<file path="src/rtl/mux_2v1.sv">
// rtl/mux_2v1.sv - 2:1 mux with registered copy, valid flag and select-change counter

module mux_2v1 #(
  parameter int WIDTH = 1,
  parameter int CNT_W = 16
) (
  input  logic             clk,
  input  logic             rst_n,
  input  logic [WIDTH-1:0] A,
  input  logic [WIDTH-1:0] B,
  input  logic             sel,
  input  logic             en,
  output logic [WIDTH-1:0] S,
  output logic [WIDTH-1:0] S_q,
  output logic             S_valid,
  output logic [CNT_W-1:0] sel_changes
);

  localparam logic [CNT_W-1:0] CNT_MAX = {CNT_W{1'b1}};
  localparam logic [CNT_W-1:0] CNT_ONE = CNT_W'(1);

  logic [WIDTH-1:0] s_reg_q, s_reg_d;
  logic             valid_q, valid_d;
  logic             sel_d_q, sel_d_d;
  logic [CNT_W-1:0] cnt_q, cnt_d;

  // Combinational select; an unknown select propagates X so it is visible in simulation
  always_comb begin
    S = A;
    case (sel)
      1'b0:    S = A;
      1'b1:    S = B;
      default: S = {WIDTH{1'bx}};
    endcase
  end

  // Next-state: capture on en, remember sel, count select transitions with saturation
  always_comb begin
    s_reg_d = s_reg_q;
    valid_d = valid_q;
    sel_d_d = sel;
    cnt_d   = cnt_q;
    if (en) begin
      s_reg_d = S;
      valid_d = 1'b1;
    end
    if ((sel != sel_d_q) && (cnt_q != CNT_MAX)) begin
      cnt_d = cnt_q + CNT_ONE;
    end
  end

  // State registers; synchronous reset wins over capture and counting
  always_ff @(posedge clk) begin
    if (!rst_n) begin
      s_reg_q <= '0;
      valid_q <= 1'b0;
      sel_d_q <= 1'b0;
      cnt_q   <= '0;
    end else begin
      s_reg_q <= s_reg_d;
      valid_q <= valid_d;
      sel_d_q <= sel_d_d;
      cnt_q   <= cnt_d;
    end
  end

  assign S_q         = s_reg_q;
  assign S_valid     = valid_q;
  assign sel_changes = cnt_q;

endmodule

</file>
<file path="config.mk">
export PLATFORM = sky130hd
export DESIGN_NAME = mux_2v1
export DESIGN_NICKNAME = d
export VERILOG_FILES = /design/src/rtl/mux_2v1.sv
export SDC_FILE = /design/constraint.sdc
export NUM_CORES = 1
export LEC_CHECK = 0
export BUFFER_PORTS_ARGS = -buffer_cell sky130_fd_sc_hd__buf_4
export CORE_MARGIN = 2
export CORE_UTILIZATION = 51
export CTS_CLUSTER_DIAMETER = 80
export DETAILED_ROUTE_END_ITERATION = 12
export PLACE_DENSITY = 0.83
export SLEW_MARGIN = 15
export SYNTH_ARGS = -nofsm -noshare
export SYNTH_HDL_FRONTEND = slang
export SYNTH_SLANG_ARGS = --single-unit
export TNS_END_PERCENT = 50
</file>
<file path="constraint.sdc">
create_clock -name clk -period 2 [get_ports clk]
set_input_delay 0.1 -clock clk [delete_from_list [all_inputs] [get_ports clk]]
set_output_delay 0.1 -clock clk [all_outputs]
set_load 0.01 [all_outputs]
</file>
==> impl_metrics.sql <==
INSERT INTO impl_metrics (metric_group, metric, value, unit) VALUES
('global_route', 'initial_antenna_violation_count', '0', ''),
('worst_setup_path', 'crit_path_cell_trace', 'ha_1, inv_1, nor4_1, o21ai_0, a21oi_1', ''),
('worst_setup_path', 'cpPeakStageDelay', '570', 'ps'),
('floorplan', 'die_w', '48.6', 'um'),
('clock_network', 'clkSlewWorstSetupHoldPaths', '110', 'ps'),
('route', 'via_per_inst', '5.77', ''),
('floorplan', 'design.die.area', '2360', 'sq um'),
('clock_network', 'clock-sinks', '19', ''),
('route', 'postRouteAntennaNets', '0', ''),
('global_route', 'grt_pass1_wl', '3.71', 'mm'),
('synthesis', 'synthCells', '112', ''),
('synthesis', 'yosysWarningCount', '0', ''),
('worst_setup_path', 'cp_num_buf_inv', '1', ''),
('worst_setup_path', 'cp_top_family', 'simple AND/OR/NAND/NOR gates', ''),
('worst_setup_path', 'worst_ep_required_time', '2240', 'ps'),
('floorplan', 'die_height', '48.6', 'um'),
('power_and_ir_drop', 'power.leakage', '0.485', 'nW'),
('worst_setup_path', 'cp_slowest_cell', 'nor4_1', ''),
('timing', 'slew_headroom', '59.9', '%'),
('synthesis', 'yosys_register_bits', '19', ''),
('worst_setup_path', 'setup.worst_path.start_class', 'flop', ''),
('clock_network', 'cts_post_setup_buffers_inserted', '0', ''),
('timing', 'timing.final.hold_violations', '0', ''),
('clock_network', 'clock-root-buffer', 'clkbuf_4', ''),
('worst_setup_path', 'critPathMaxFanout', '6', ''),
('global_route', 'gr_util_all_layers', '19.9', '%'),
('synthesis', 'synth-seq-area-share', '37.5', '%'),
('outcome', 'outcome', 'complete, no violations', ''),
('clock_network', 'cts_tree', 'built', ''),
('flow_run', 'max_cap_violations', '0', ''),
('global_route', 'grt_max_degree', '16', ''),
('timing', 'finalSetupViolations', '0', ''),
('route', 'routed_wire_length', '2.27', 'mm'),
('power_and_ir_drop', 'ir_drop', '0.422', 'mV'),
('hold_path', 'worst_hold_path_type', 'in2reg', ''),
('clock_network', 'cts_hold_repair.buffers', '0', ''),
('timing', 'clock.fmax', '0.551', 'GHz'),
('route', 'detailedRoute.firstPassIterationCount', '4', ''),
('worst_setup_path', 'worstSetupPathType', 'reg2reg', ''),
('place', 'globalplace.congestion', '0.794', ''),
('synthesis', 'synthesis.area', '1010', 'sq um'),
('synthesis', 'synth.lib_cells_used.distinct', '40', ''),
('synthesis', 'netlist_top_cells_area', 'dfxtp_1 37%, mux2i_1 5.9%, a21oi_1 4.4%, nand2_1 4.1%, nand2b_1 2.5%', ''),
('clock_network', 'htree_num_levels', '1', ''),
('synthesis', 'synth.top_cell.area_share', '37.5', '%'),
('synthesis', 'post_synth.cell_area_avg', '9.06', 'sq um'),
('floorplan', 'core_area', '1920', 'sq um'),
('timing', 'grt_setup_unrepaired', 'no', ''),
('synthesis', 'yosysTopAreaCell', 'dfxtp_1', ''),
('power_and_ir_drop', 'power_density', '549', 'nW/um^2'),
('timing', 'setup_tns', '0', 'ps'),
('timing', 'slew_violations', '0', ''),
('layout', 'diodes', '0', ''),
('timing', 'tightest_slew', '596', 'ps'),
('route', 'vias', '940', ''),
('worst_setup_path', 'cp-end-kind', 'flop', ''),
('layout', 'most-common-layout-cells', '24 x buf_4, 19 x dfxtp_1, 11 x nand2_1, 9 x a21oi_1', ''),
('timing', 'finalClockSkew', '3.04', 'ps'),
('timing', 'hold-worst-slack', '21.3', 'ps'),
('route', 'drc_errors', '0', ''),
('floorplan', 'rows', '16', ''),
('timing', 'post-route-min-period', '1820', 'ps'),
('route', 'drt_iter0_drc', '7', ''),
('clock_network', 'insertion_delay', '300', 'ps'),
('place', 'port_buffers', '24', ''),
('layout', 'areaGrowthSynthToFinish', '20.7', '%'),
('clock_network', 'clk_path_buf_depth', '2', ''),
('layout', 'fillers', '177', ''),
('clock_network', 'cts_made_buffers', '3', ''),
('timing', 'final.period_utilization', '90.8', '%'),
('layout', 'layout-drive-gt1-share', '27.2', '%'),
('synthesis', 'synthesis.nets', '119', ''),
('layout', 'most_common_library_cell_in_the_layout_ignoring_fill_and_taps', 'buf_4', ''),
('route', 'wl_per_cell', '13.9', 'um'),
('floorplan', 'initial_utilization', '52.8', '%'),
('floorplan', 'top_level_ports', '25', ''),
('layout', 'layout.nets', '144', ''),
('global_route', 'via_count_of_the_first_global_routing_pass', '855', ''),
('global_route', 'grt.overflow.total', '0', ''),
('place', 'post-dp-hpwl', '1.68', 'mm'),
('worst_setup_path', 'timing.critical_path.arrival', '2060', 'ps');
==> through the flow <==
| stage | setup WS (ps) | area [sq um] | cells | power [mW] | utilization [%] |
|---|---|---|---|---|---|
| finish | 184 | 1220 | 163 | 0.672 | 63.7 |
| global route | 59.7 | 1220 | 163 | 0.699 | 63.7 |
| CTS | 152 | 1220 | 163 | 0.675 | 63.7 |
| detailed placement | 153 | 1200 | 159 | 0.481 | 62.4 |
| global placement | 281 | 1200 | 159 | 0.476 | 62.4 |
| floorplan | 310 | 1010 | 112 | 0.448 | - |
==> report_power, final <==
group          switching, mW  internal (mW)  leakage, nW
clock network          0.122         0.0779       0.0150
logic                 0.0398         0.0351        0.316
registers            0.00910          0.388        0.154
total                  0.171          0.501        0.485
==> worst min-delay path: stages <==
cell,delay (ps)
buf_4,90
nor2_1,30
nor2_1,70
==> state kept, by name (all words and copies together) (netlist names) <==
signal,flops
S_q,1
S_valid,1
sel_changes,16
sel_d_q,1
==> Yosys cell counts <==
cell type	number
clkbuf_1	1
nand4_4	1
nand2_1	11
nor2_1	6
a211oi_1	1
a21boi_0	1
a21oi_1	9
mux2_2	1
nand3_1	2
nor3_1	2
a31oi_1	1
nand3_4	1
and4_1	1
nor4_1	2
nor2b_1	1
o2111ai_1	1
or3_1	4
nand4_2	1
o311ai_0	1
and2_2	2
and2_1	2
dfxtp_1	19
xor2_2	1
inv_1	5
or4_1	3
mux2i_1	6
o31ai_1	3
and3_1	2
nand2b_1	4
ha_1	1
nand4_1	3
clkbuf_4	1
nand2_2	1
o41ai_1	2
clkbuf_2	1
clkbuf_8	1
o21ai_0	4
o311a_2	1
a41oi_1	1
nor4_4	1
==> routing by layer <==
metal  track usage [%]  wire length (um)
met1              23.7               973
met2              35.4              1190
met3              3.70                75
met4              7.14                34
met5                 0                 0
==> layout make-up <==
cell class	instances	area [sq um]	area share (%)
clock buffer	4	26.3	2.15
inverter	5	18.8	1.53
multi-input combinational	84	586	47.8
sequential	19	380	31.1
tap	27	33.8	2.76
timing repair buffer	24	180	14.7
==> cell families (layout without fill, tap and decap cells) <==
group                      Yosys count  after routing  share of synthesized area, %
xor gates and xnor gates             1              1                          1.60
adders and majority gates            1              1                          1.23
muxes                                7              7                          7.03
DFF                                 19             19                          37.5
and+or+nand+nor                     50             50                          31.7
buffers and inverters                9             33                          4.81
AOI/OAI and AO/OA                   25             25                          16.2
==> final timing paths <==
kind | startpoint | depth (start not counted) | to | slack, ps
setup / recovery | sel_changes[0] | 5 | sel_changes[9] | 180
hold / removal | en | 3 | S_valid | 20
setup reg to reg | sel_changes[0] | 5 | sel_changes[9] | 180
hold reg to reg | S_valid | 2 | S_valid | 490
==> timing repair <==
| item | 4_1_cts | 5_1_grt |
|---|---|---|
| hold endpoints to repair | 0 | 0 |
| gates resized for setup | 0 | 0 |
| endpoints found under the setup margin | 0 | 1 |
Power figures use the tool's default switching activity.
